===== src/rtl/alu_cmd_issuer.sv =====
// Command FIFO and issue sequencer in front of the sequential ALU: issues one {opcode,A,B} at a time
// and holds each captured result on a valid/ready port. Optional result tagging: ALU_ISSUER_TAG_EN.
module alu_cmd_issuer #(
    parameter int WIDTH = 8,
    parameter int DEPTH = 4,
    parameter int TAG_W = 4
) (
    input  logic                       clk,
    input  logic                       rst,
    input  logic                       in_valid,
    output logic                       in_ready,
    input  logic [1:0]                 in_opcode,
    input  logic [WIDTH-1:0]           in_a,
    input  logic [WIDTH-1:0]           in_b,
    output logic                       alu_en,
    output logic [1:0]                 alu_opcode,
    output logic [WIDTH-1:0]           alu_a,
    output logic [WIDTH-1:0]           alu_b,
    input  logic [WIDTH-1:0]           alu_c,
    output logic                       res_valid,
    input  logic                       res_ready,
    output logic [WIDTH-1:0]           res_data,
    output logic [1:0]                 res_opcode,
`ifdef ALU_ISSUER_TAG_EN
    output logic [TAG_W-1:0]           res_tag,
`endif
    output logic [$clog2(DEPTH+1)-1:0] fifo_count,
    output logic                       busy
);

    localparam int CNT_W = $clog2(DEPTH + 1);
    localparam int PTR_W = $clog2(DEPTH);

    typedef enum logic [1:0] {
        IDLE    = 2'd0,
        ISSUE   = 2'd1,
        CAPTURE = 2'd2
    } state_t;

    state_t state, state_nxt;

    logic [1:0]       opc_mem [DEPTH];
    logic [WIDTH-1:0] a_mem   [DEPTH];
    logic [WIDTH-1:0] b_mem   [DEPTH];
    logic [PTR_W-1:0] wr_ptr, rd_ptr;
    logic             push, issue;

    assign in_ready = (fifo_count != CNT_W'(DEPTH));
    assign push     = in_valid && in_ready;
    assign busy     = (state != IDLE) || (fifo_count != '0) || res_valid;

    always_ff @(posedge clk) begin
        if (rst) state <= IDLE;
        else     state <= state_nxt;
    end

    // Issue only when the result slot is free or being drained this edge, so CAPTURE never overwrites.
    always_comb begin
        state_nxt = state;
        issue     = 1'b0;
        case (state)
            IDLE: begin
                if ((fifo_count != '0) && (!res_valid || res_ready)) begin
                    issue     = 1'b1;
                    state_nxt = ISSUE;
                end
            end
            ISSUE:   state_nxt = CAPTURE;
            CAPTURE: state_nxt = IDLE;
            default: state_nxt = IDLE;
        endcase
    end

    // Storage carries no reset; occupancy is tracked by the pointers and count only.
    always_ff @(posedge clk) begin
        if (push) begin
            opc_mem[wr_ptr] <= in_opcode;
            a_mem[wr_ptr]   <= in_a;
            b_mem[wr_ptr]   <= in_b;
        end
    end

    always_ff @(posedge clk) begin
        if (rst) begin
            wr_ptr     <= '0;
            rd_ptr     <= '0;
            fifo_count <= '0;
            alu_en     <= 1'b0;
            alu_opcode <= '0;
            alu_a      <= '0;
            alu_b      <= '0;
            res_valid  <= 1'b0;
            res_data   <= '0;
            res_opcode <= '0;
        end else begin
            if (push)  wr_ptr <= wr_ptr + PTR_W'(1);
            if (issue) rd_ptr <= rd_ptr + PTR_W'(1);
            case ({push, issue})
                2'b10:   fifo_count <= fifo_count + CNT_W'(1);
                2'b01:   fifo_count <= fifo_count - CNT_W'(1);
                default: fifo_count <= fifo_count;
            endcase

            alu_en <= issue;
            if (issue) begin
                alu_opcode <= opc_mem[rd_ptr];
                alu_a      <= a_mem[rd_ptr];
                alu_b      <= b_mem[rd_ptr];
            end

            if (state == CAPTURE) begin
                res_data   <= alu_c;
                res_opcode <= alu_opcode;
                res_valid  <= 1'b1;
            end else if (res_valid && res_ready) begin
                res_valid  <= 1'b0;
            end
        end
    end

`ifdef ALU_ISSUER_TAG_EN
    logic [TAG_W-1:0] issue_cnt, issue_tag;

    always_ff @(posedge clk) begin
        if (rst) begin
            issue_cnt <= '0;
            issue_tag <= '0;
            res_tag   <= '0;
        end else begin
            if (issue) begin
                issue_tag <= issue_cnt;
                issue_cnt <= issue_cnt + TAG_W'(1);
            end
            if (state == CAPTURE) res_tag <= issue_tag;
        end
    end
`else
    logic tag_w_unused;
    assign tag_w_unused = |TAG_W;
`endif

endmodule


===== config.mk =====
export PLATFORM = sky130hd
export DESIGN_NAME = alu_cmd_issuer
export DESIGN_NICKNAME = d
export VERILOG_FILES = /design/src/rtl/alu_cmd_issuer.sv
export SDC_FILE = /design/constraint.sdc
export NUM_CORES = 1
export LEC_CHECK = 0
export BUFFER_PORTS_ARGS = -buffer_cell sky130_fd_sc_hd__buf_2
export CAP_MARGIN = 15
export CELL_PAD_IN_SITES_DETAIL_PLACEMENT = 1
export CELL_PAD_IN_SITES_GLOBAL_PLACEMENT = 2
export CORE_MARGIN = 4
export CORE_UTILIZATION = 43
export DETAILED_ROUTE_END_ITERATION = 8
export PLACE_DENSITY_LB_ADDON = 0.1
export SKIP_LAST_GASP = 1
export SYNTH_ARGS = -nofsm -noshare
export SYNTH_HDL_FRONTEND = slang
export SYNTH_SLANG_ARGS = --single-unit

===== constraint.sdc =====
create_clock -name clk -period 3.4 [get_ports clk]
set_input_delay 0.51 -clock clk [delete_from_list [all_inputs] [get_ports clk]]
set_output_delay 0.51 -clock clk [all_outputs]
set_load 0.03 [all_outputs]

==> flow_summary.json <==
{
  "crit_path_end_kind": "register",
  "htreeDepth": 3,
  "placedCellCount": 445,
  "status": "finished, final reports clean",
  "cp_slowest_cell": "nor3_4",
  "yosys.area_share.simple_pct": 9.148,
  "drt_wl_total_um": 7766,
  "drcViolationCount": 0,
  "antenna_cells": 0,
  "wl_per_cell_um": 16.85,
  "synth_top_family_by_area": "multiplexers",
  "clk_pin_slew_ns": 0.11,
  "fill_cells": 952,
  "die-area_mm2": 0.01141,
  "numCtsBuffers": 9,
  "synth_cells": 259,
  "ys_types": 36,
  "syn2layout_area_growth_pct": 15.49,
  "multi_input_area_mm2": 0.001166,
  "routed_via_density": 5.048,
  "path_class": "register to register",
  "relSlewSlack_pct": 36.35,
  "post_cts_buffers": 0,
  "min_period_over_period_pct": 71.79,
  "postSynthNetCount": 295,
  "p_per_area_mw_per_mm2": 788.4,
  "die_y_um": 106.8,
  "dpl_worst_slack_ns": 0.7689,
  "clock_skew_ns": 0.01017,
  "ys_seq_area_share_pct": 70.08,
  "ys.flop_type": "edfxtp_1",
  "critPathLaunchType": "register",
  "ant_nets": 0,
  "total_power_mw": 3.823,
  "cts_sinks": 111,
  "grt_max_degree": 24,
  "synthAdderAreaFrac_pct": 1.967,
  "synth.area.mux_share_pct": 10.16,
  "period_needed_ns": 2.441,
  "hold_path_class": "primary input to register",
  "avgSynthCellArea_um2": 16.21,
  "grt_pass1_vias": 2493,
  "grt_pass1_wl_um": 12890,
  "antenna_found_initial": 0,
  "cts-resized-gates": 0,
  "max_cap_viol_count": 0,
  "p_leak_nw": 1.749,
  "required_ns": 3.71,
  "hold_buffers": 0,
  "vias": 2327,
  "clock_path_buffers": 2,
  "synth_edf_count": 72,
  "start_util_pct": 44.81,
  "fin_nets": 363,
  "fmax_mhz": 409.7,
  "drv_slew": 0,
  "layout.area.seq_mm2": 0.002943,
  "timing.final.hold_violations": 0,
  "rsz0062_at_grt": "no",
  "crit_chain": "or2_1 > nor3_4 > ha_1 > fa_1 > xnor2_1 > or3_1 > a21oi_1",
  "setup_ws_ns": 0.9590,
  "hold_slack_ns": 0.3520,
  "tightest_slew_ns": 0.9534,
  "synth_compound_area_share_pct": 6.079,
  "critical_path_arrival_ns": 2.75,
  "synth-xor-area-share_pct": 0.4172,
  "cts_tree": "built",
  "setup_tns_ns": 0,
  "first_pass_iters": 4,
  "setup_viol": 0,
  "ir_drop_mv": 0.3233,
  "gp_congestion": 0.7107,
  "layout.cells.non_filler": 461,
  "netlist_area_mm2": 0.004199,
  "pin_count": 65,
  "ys_seq_elements": 111,
  "layout-drive-gt1-share_pct": 33.13,
  "ys_warn_count": 0,
  "fp.dieW_um": 106.8,
  "clk_latency_ns": 0.37,
  "dpl.hpwl_um": 5263,
  "cts_root_buffer": "clkbuf_8",
  "grt_overflow": 0,
  "drt_iter0_markers": 115,
  "row_count": 35,
  "grt_util_all_layers_pct": 14.97,
  "critPathMaxStageDelay_ns": 0.67,
  "core_area_mm2": 0.009371,
  "port_buffers": 64,
  "synthArstFlopShare_pct": 0,
  "critPathMaxFanout": 19
}
## Yosys cell counts, drive strengths merged, types with 2 or more instances
cell	n	share of area (%)
nor2	6	0.54
a21o	2	0.36
nor4	2	0.66
nand2b	18	2.7
and3	4	0.60
mux4	18	9.7
nand2	22	2.0
a21oi	14	1.7
inv	2	0.18
clkbuf	8	0.74
ha	5	1.5
o2bb2ai	18	3.8
dfxtp	39	19
edfxtp	72	51
buf	8	1.2
nor3	2	0.77
nand3	2	0.24
nor2b	3	0.45
## routing by layer
layer,up-vias,track usage (%),wire [µm]
li1,1113,-,-
met3,9,4.034,409
met1,1147,18.86,3487
met5,-,0,0
met4,0,5.205,103
met2,58,25.00,3766
## sequential cells by signal, indices dropped and copies added, names as in the netlist
register / flops
a_mem: 32
alu_a: 8
alu_b: 8
alu_en: 1
alu_opcode: 2
b_mem: 32
fifo_count: 3
opc_mem: 8
rd_ptr: 2
res_data: 8
res_opcode: 2
res_valid: 1
state: 2
wr_ptr: 2
## worst paths after layout
| path | start | to | slack, ns | cells after the start |
|---|---|---|---|---|
| worst max-delay path | state[1] | fifo_count[2] | 0.96 | 7 |
| worst max register to register | state[1] | fifo_count[2] | 0.96 | 7 |
| worst min register to register | state[1] | state[1] | 0.45 | 1 |
| worst min-delay path | in_a[0] | a_mem[2][0] | 0.35 | 1 |
## power breakdown
| group | internal [mW] | total, mW | switching, mW |
|---|---|---|---|
| combinational | 0.497 | 1.29 | 0.792 |
| sequential | 1.66 | 1.80 | 0.142 |
| clock | 0.280 | 0.731 | 0.451 |
| total | 2.44 | 3.82 | 1.39 |
## layout by cell type, fill, tap and decap left out, drive strengths merged, types with 5 or more instances in the layout
master / count
o2bb2ai: 18
edfxtp: 72
buf: 73
mux4: 18
nand2: 22
a21oi: 14
dfxtp: 39
nand2b: 18
ha: 5
clkbuf: 10
nor2: 6
## stage by stage
step                      utilization [%]  area [µm²]
after floorplan                         -        4199
after global placement              49.79        4666
after detailed placement            49.79        4666
after CTS                           51.75        4850
after global routing                51.75        4850
final                               51.75        4850
## cell families (layout without fill, tap and decap cells)
logic type                 count (synthesis)  count (layout)
AOI/OAI and AO/OA                         36              36
xor gates and xnor gates                   2               2
adders and majority gates                  6               6
buffers and inverters                     18              91
DFF                                      111             111
muxes                                     20              20
and+or+nand+nor                           66              66
## final cells by class
cell class                 instances  area share (%)
inverter                           2          0.1548
sequential                       111           60.68
clock buffer                      10           2.632
tap                              129           3.328
timing repair buffer              73           7.998
multi-input combinational        130           24.05
clock inverter                     6           1.161
## critical path, delay by kind of cell (launching register included)
family / cells / cell delay, ns
adders and majority gates: 2 / 0.52
DFF: 1 / 0.33
AOI/OAI and AO/OA: 1 / 0.13
and+or+nand+nor: 3 / 1.32
xor gates and xnor gates: 1 / 0.07
(Power assumes the default switching activity.)
